`src/rtl/spi_sclk_gen.sv`:
```
`default_nettype none
// ============================================================================
// Module   : spi_sclk_gen
// Brief    : SPI master transaction sequencer; drives ss_n/sclk and the
//            per-edge launch/sample strobes for the downstream shift stage.
// Revision : 1.0 - initial release
// ============================================================================
module spi_sclk_gen #(
    parameter int DIV_W = 8,
    parameter int CNT_W = 9
) (
    input  logic             clk,
    input  logic             rst,
    input  logic             start,
    input  logic [DIV_W-1:0] clk_div,
    input  logic             cpol,
    input  logic             cpha,
    input  logic [CNT_W-1:0] sclk_cycles,
    output logic             sclk,
    output logic             ss_n,
    output logic             sclk_en,
    output logic             latchout_en,
    output logic             latchin_en,
    output logic             setup_rst,
    output logic             loadtxdata_en,
    output logic             busy,
    output logic             done
);

    typedef enum logic [2:0] {
        S_IDLE  = 3'd0,
        S_SETUP = 3'd1,
        S_LEAD  = 3'd2,
        S_RUN   = 3'd3,
        S_DONE  = 3'd4
    } state_t;

    state_t           r_state;
    state_t           w_state_nxt;
    logic [DIV_W-1:0] r_hcnt;
    logic [DIV_W-1:0] w_hcnt_nxt;
    logic [CNT_W:0]   r_ecnt;
    logic [CNT_W:0]   w_ecnt_nxt;
    logic [DIV_W-1:0] r_div;
    logic             r_cpol;
    logic             r_cpha;
    logic [CNT_W-1:0] r_n;

    logic             r_sclk;
    logic             r_ss_n;
    logic             r_sclk_en;
    logic             r_latchout_en;
    logic             r_latchin_en;
    logic             r_setup_rst;
    logic             r_loadtxdata_en;
    logic             r_busy;
    logic             r_done;

    logic             w_sclk_nxt;
    logic             w_ss_n_nxt;
    logic             w_sclk_en_nxt;
    logic             w_latchout_nxt;
    logic             w_latchin_nxt;
    logic             w_setup_rst_nxt;
    logic             w_loadtx_nxt;
    logic             w_busy_nxt;
    logic             w_done_nxt;

    logic             w_hp_end;
    logic             w_edge;
    logic [CNT_W:0]   w_k;
    logic [CNT_W:0]   w_two_n;
    logic [CNT_W:0]   w_last_k;

    assign w_hp_end = (r_hcnt == r_div);
    // Extra edge-counter bit keeps 2N representable for the largest N.
    assign w_two_n  = {r_n, 1'b0};
    assign w_last_k = w_two_n - (CNT_W+1)'(1);

    always_comb begin
        w_state_nxt     = r_state;
        w_hcnt_nxt      = r_hcnt;
        w_ecnt_nxt      = r_ecnt;
        w_sclk_nxt      = r_sclk;
        w_ss_n_nxt      = 1'b0;
        w_sclk_en_nxt   = 1'b0;
        w_latchout_nxt  = 1'b0;
        w_latchin_nxt   = 1'b0;
        w_setup_rst_nxt = 1'b0;
        w_loadtx_nxt    = 1'b0;
        w_busy_nxt      = 1'b1;
        w_done_nxt      = 1'b0;
        w_edge          = 1'b0;
        w_k             = '0;

        case (r_state)
            S_IDLE: begin
                w_ss_n_nxt = 1'b1;
                w_busy_nxt = 1'b0;
                if (start) begin
                    w_state_nxt     = S_SETUP;
                    w_sclk_nxt      = cpol;
                    w_ss_n_nxt      = 1'b0;
                    w_setup_rst_nxt = 1'b1;
                    w_loadtx_nxt    = 1'b1;
                    w_busy_nxt      = 1'b1;
                end
            end
            S_SETUP: begin
                w_state_nxt    = S_LEAD;
                w_hcnt_nxt     = '0;
                w_sclk_en_nxt  = 1'b1;
                w_latchout_nxt = ~r_cpha && (r_n != '0);
            end
            S_LEAD: begin
                w_sclk_en_nxt = 1'b1;
                w_hcnt_nxt    = r_hcnt + DIV_W'(1);
                if (w_hp_end) begin
                    w_hcnt_nxt = '0;
                    if (r_n == '0) begin
                        w_state_nxt   = S_DONE;
                        w_ss_n_nxt    = 1'b1;
                        w_sclk_en_nxt = 1'b0;
                        w_done_nxt    = 1'b1;
                    end else begin
                        w_state_nxt = S_RUN;
                        w_ecnt_nxt  = '0;
                        w_edge      = 1'b1;
                    end
                end
            end
            S_RUN: begin
                w_sclk_en_nxt = 1'b1;
                w_hcnt_nxt    = r_hcnt + DIV_W'(1);
                if (w_hp_end) begin
                    w_hcnt_nxt = '0;
                    if (r_ecnt == w_last_k) begin
                        w_state_nxt   = S_DONE;
                        w_ss_n_nxt    = 1'b1;
                        w_sclk_en_nxt = 1'b0;
                        w_done_nxt    = 1'b1;
                    end else begin
                        w_ecnt_nxt = r_ecnt + (CNT_W+1)'(1);
                        w_k        = r_ecnt + (CNT_W+1)'(1);
                        w_edge     = 1'b1;
                    end
                end
            end
            S_DONE: begin
                w_state_nxt = S_IDLE;
                w_ss_n_nxt  = 1'b1;
                w_busy_nxt  = 1'b0;
            end
            default: begin
                w_state_nxt = S_IDLE;
                w_ss_n_nxt  = 1'b1;
                w_busy_nxt  = 1'b0;
            end
        endcase

        // Even half-periods are leading edges; the last trailing edge of
        // mode cpha=0 has no bit left to launch.
        if (w_edge) begin
            w_sclk_nxt = ~r_sclk;
            if (!w_k[0]) begin
                w_latchout_nxt = r_cpha;
                w_latchin_nxt  = ~r_cpha;
            end else begin
                w_latchin_nxt  = r_cpha;
                w_latchout_nxt = ~r_cpha && (w_k != w_last_k);
            end
        end
    end

    always_ff @(posedge clk or negedge rst) begin
        if (!rst) begin
            r_state         <= S_IDLE;
            r_hcnt          <= '0;
            r_ecnt          <= '0;
            r_div           <= '0;
            r_cpol          <= 1'b0;
            r_cpha          <= 1'b0;
            r_n             <= '0;
            r_sclk          <= 1'b0;
            r_ss_n          <= 1'b1;
            r_sclk_en       <= 1'b0;
            r_latchout_en   <= 1'b0;
            r_latchin_en    <= 1'b0;
            r_setup_rst     <= 1'b0;
            r_loadtxdata_en <= 1'b0;
            r_busy          <= 1'b0;
            r_done          <= 1'b0;
        end else begin
            r_state         <= w_state_nxt;
            r_hcnt          <= w_hcnt_nxt;
            r_ecnt          <= w_ecnt_nxt;
            r_sclk          <= w_sclk_nxt;
            r_ss_n          <= w_ss_n_nxt;
            r_sclk_en       <= w_sclk_en_nxt;
            r_latchout_en   <= w_latchout_nxt;
            r_latchin_en    <= w_latchin_nxt;
            r_setup_rst     <= w_setup_rst_nxt;
            r_loadtxdata_en <= w_loadtx_nxt;
            r_busy          <= w_busy_nxt;
            r_done          <= w_done_nxt;
            if (r_state == S_IDLE && start) begin
                r_div  <= clk_div;
                r_cpol <= cpol;
                r_cpha <= cpha;
                r_n    <= sclk_cycles;
            end
        end
    end

    assign sclk          = r_sclk;
    assign ss_n          = r_ss_n;
    assign sclk_en       = r_sclk_en;
    assign latchout_en   = r_latchout_en;
    assign latchin_en    = r_latchin_en;
    assign setup_rst     = r_setup_rst;
    assign loadtxdata_en = r_loadtxdata_en;
    assign busy          = r_busy;
    assign done          = r_done;

endmodule
`default_nettype wire

```
`config.mk`:
```
export PLATFORM = sky130hd
export DESIGN_NAME = spi_sclk_gen
export DESIGN_NICKNAME = d
export VERILOG_FILES = /design/src/rtl/spi_sclk_gen.sv
export SDC_FILE = /design/constraint.sdc
export NUM_CORES = 1
export LEC_CHECK = 0
export ABC_CLOCK_PERIOD_IN_PS = 3200
export CORE_MARGIN = 1
export CORE_UTILIZATION = 52
export CTS_CLUSTER_DIAMETER = 30
export DETAILED_ROUTE_END_ITERATION = 10
export GPL_TIMING_DRIVEN = 0
export MAX_ROUTING_LAYER = met4
export PLACE_DENSITY_LB_ADDON = 0.2
export REMOVE_ABC_BUFFERS = 1
export SETUP_SLACK_MARGIN = 0.02
export SLEW_MARGIN = 20
export SYNTH_ARGS = -nofsm -noshare
export SYNTH_HDL_FRONTEND = slang
export SYNTH_SLANG_ARGS = --single-unit
```
`constraint.sdc`:
```
create_clock -name clk -period 3.2 [get_ports clk]
set_input_delay 0.48 -clock clk [delete_from_list [all_inputs] [get_ports clk]]
set_output_delay 0.48 -clock clk [all_outputs]
set_load 0.05 [all_outputs]
```
==> flow_summary.yaml <==
status:
  status: "completed"
cts:
  htree_levels: 2
  cts.sinks: 47
  clk_latency_ns: 0.30
  numCtsBuffers: 5
  post_cts_buffers: 0
  clk_pin_slew_ns: 0.09
  cts_tree: "yes"
  root_buffer: "clkbuf_8"
  hold_buffers: 0
  clock_path_buffers: 2
logic_synthesis:
  synthArstFlopShare: 1.00
  synthMuxAreaShare: 0.0814
  yosysTopAreaCell: "dfrtp_1"
  postSynthCellCount: 297
  synth_compound_area_frac: 0.132
  synthSimpleGateAreaFrac: 0.210
  yosysSeqAreaShare: 0.412
  ys_ff_latch: 47
  yosysTopAreaCellShare: 0.403
  netlist_area_um2: 2860
  syn_area_per_cell_um2: 9.62
  synth_flop_cell: "dfrtp_1"
  ys_warn_count: 0
  ys_top_cells_by_area: "dfrtp_1 40%, xnor2_1 8.0%, mux2_2 5.9%, nand2_1 3.9%, xor2_1 3.4%"
  synth_edf_count: 0
  yosysUniqueCellTypes: 52
  yosys.area_share.xor_xnor: 0.113
  synth_top_family_by_area: "simple AND/OR/NAND/NOR gates"
  synthAdderAreaFrac: 0.0131
placed_design:
  pre_cts_ws_ns: -0.0329
  gp_congestion: 0.903
  io_buffers: 30
  postPlaceCellArea_um2: 3200
  post-dp-hpwl_mm: 4.28
floorplanning:
  dieHeight_um: 76.1
  die_w_um: 76.1
  row_count: 26
  core_area_um2: 5200
  io-pin-count: 31
  dieArea_um2: 5800
  initial_core_util: 0.549
global_route:
  grt_pass1_wl_mm: 10.2
  grt_max_degree: 26
  global_route.usage.total: 0.223
  grt_pass1_vias: 2183
  overflow: 0
  antenna_found_initial: 0
worst_setup_path:
  critPathBufInv: 1
  setup.worst_path.class: "flop to flop"
  cp_max_fo: 17
  crit_chain: "inv_1, ha_2, nand2b_1, or4b_4, nor2_2, nor4_2, and4_4, a21oi_4, nand3_2, mux2_1"
  rrSetupSlack_ns: 0.18
  crit_path_start_kind: "flop"
  slowest_stage: "or4b_4"
  setup.worst_path.end_class: "flop"
  max_stage_delay_ns: 0.54
  cp_data_required_time_ns: 3.38
  cp_top_family: "simple AND/OR/NAND/NOR gates"
  crit_arrival_ns: 3.20
routing:
  via_count: 2270
  ant_nets: 0
  drt_pass1_iterations: 8
  vias_per_cell: 5.79
  wirelength_mm: 5.83
  wl_per_cell_um: 14.9
  first_iter_violations: 137
  drc: 0
pwr:
  power_density_nw_per_um2: 297
  power.leakage_uw: 0.00135
  ir_worst_vdd_mv: 0.237
layout:
  drive_gt1_frac: 0.146
  final_common_cell: "dfrtp_1"
  final_nets: 346
  fin_area_um2: 3330
  area_delta_synth_final_pct: 16.5
  antenna-diode-count: 0
  final_cell_mix: "45 x dfrtp_1, 30 x nand2_1, 29 x clkdlybuf4s50_1, 25 x xnor2_1, 24 x nor2_1"
sta:
  finalWorstSetupSlack_ns: 0.184
  finClkSkew_ns: 0.0104
  hold_viol_final: 0
  setup_violations: 0
  fin_crit_ns: 3.02
  worstMarginPinSlew_ns: 0.656
  finalCritPeriodShare: 0.942
  rsz0062_at_grt: "false"
  max_freq_mhz: 332
  slew_violations: 0
  relSlewSlack: 0.561
flow_run:
  maxCapViolCount: 0
worst_hold_path:
  hold_path_class: "input pin to asynchronous set/reset pin"
[stage by stage]
| step | TNS (ns) | hold slack [ns] | std cells | util | power [uW] |
|---|---|---|---|---|---|
| 6_report | 0 | 0.171 | 392 | 0.640 | 988 |
| 2_1_floorplan | 0 | 0.184 | 281 | - | 606 |
| 3_3_place_gp | -0.0264 | 0.508 | 381 | 0.607 | 642 |
| 5_1_grt | 0 | 0.216 | 392 | 0.640 | 1030 |
| 3_5_place_dp | -0.0329 | 0.512 | 383 | 0.614 | 646 |
| 4_1_cts | 0 | 0.194 | 391 | 0.632 | 996 |
[routing by layer]
| metal | GRT usage | up-vias | wire, um |
|---|---|---|---|
| met5 | - | - | 0 |
| met1 | 0.312 | 1104 | 2910 |
| met3 | 0.0407 | 5 | 212 |
| li1 | - | 1107 | - |
| met4 | 0.0423 | 0 | 49 |
| met2 | 0.344 | 54 | 2660 |
[worst paths after layout]
kind | startpoint | to | depth (start not counted)
setup / recovery | r_n[0] | r_ecnt[8] | 10
hold / removal | rst | r_hcnt[4] | 1
setup reg to reg | r_n[0] | r_ecnt[8] | 10
hold reg to reg | sclk | sclk | 1
max in group asynchronous | rst | r_n[0] | 2
min in group clk | sclk | sclk | 1
[timing repair]
action / in CTS / in global routing
pin swaps: 0 / 2
endpoints found under the setup margin: 1 / 4
hold endpoints to repair: 0 / 0
resized for setup: 2 / 7
cloned: 0 / 1
[cells by family (layout without fill, tap and decap cells)]
| kind of cell | after synthesis | count (layout) |
|---|---|---|
| compound gates | 56 | 56 |
| mux | 21 | 21 |
| xor+xnor | 37 | 37 |
| fa+ha+maj | 3 | 3 |
| simple gates | 111 | 112 |
| buf+inv | 22 | 46 |
| flops | 47 | 47 |
[layout make-up]
type	instances	area, um^2
well taps	70	87.6
clock inverters	2	13.8
inverters	6	22.5
flip-flops and latches	47	1180
repair buffers	32	334
multi-input cells	229	1620
fillers	464	1870
clock buffers	6	72.6
[Yosys cell counts (2+ instances only)]
cell      count
clkbuf_1      9
o21ai_0      17
dfrtp_1      46
a21oi_1      12
o21ai_1       6
ha_1          3
mux2_1        3
mux2_2       15
buf_6         2
and2_1        2
o31ai_1       5
mux2i_1       3
nand4b_1      2
nand3_1      10
buf_2         2
inv_1         5
and3_1        4
nand3b_1      4
nor3_1        6
o211ai_1      3
xor2_1       11
nand4_1       7
nand2_1      30
buf_4         2
or3_1         2
nor2_1       25
nor2b_1       3
o41ai_1       3
nor3b_1       3
xnor2_1      26
nand2b_1      3
o311a_1       3
[report_power, final]
| part | total [uW] | switching (uW) | internal [uW] |
|---|---|---|---|
| Combinational | 40.1 | 15.0 | 25.1 |
| Sequential | 593 | 0 | 593 |
| Clock | 354 | 200 | 154 |
[flip-flops by register name, indices dropped and copies added, names as in the netlist]
name           count
r_div              8
done               1
latchout_en        1
loadtxdata_en      1
ss_n               1
r_cpha             1
sclk_en            1
r_hcnt             8
sclk               1
latchin_en         1
r_ecnt            10
busy               1
r_state            3
r_n                9
(Power assumes the default switching activity.)
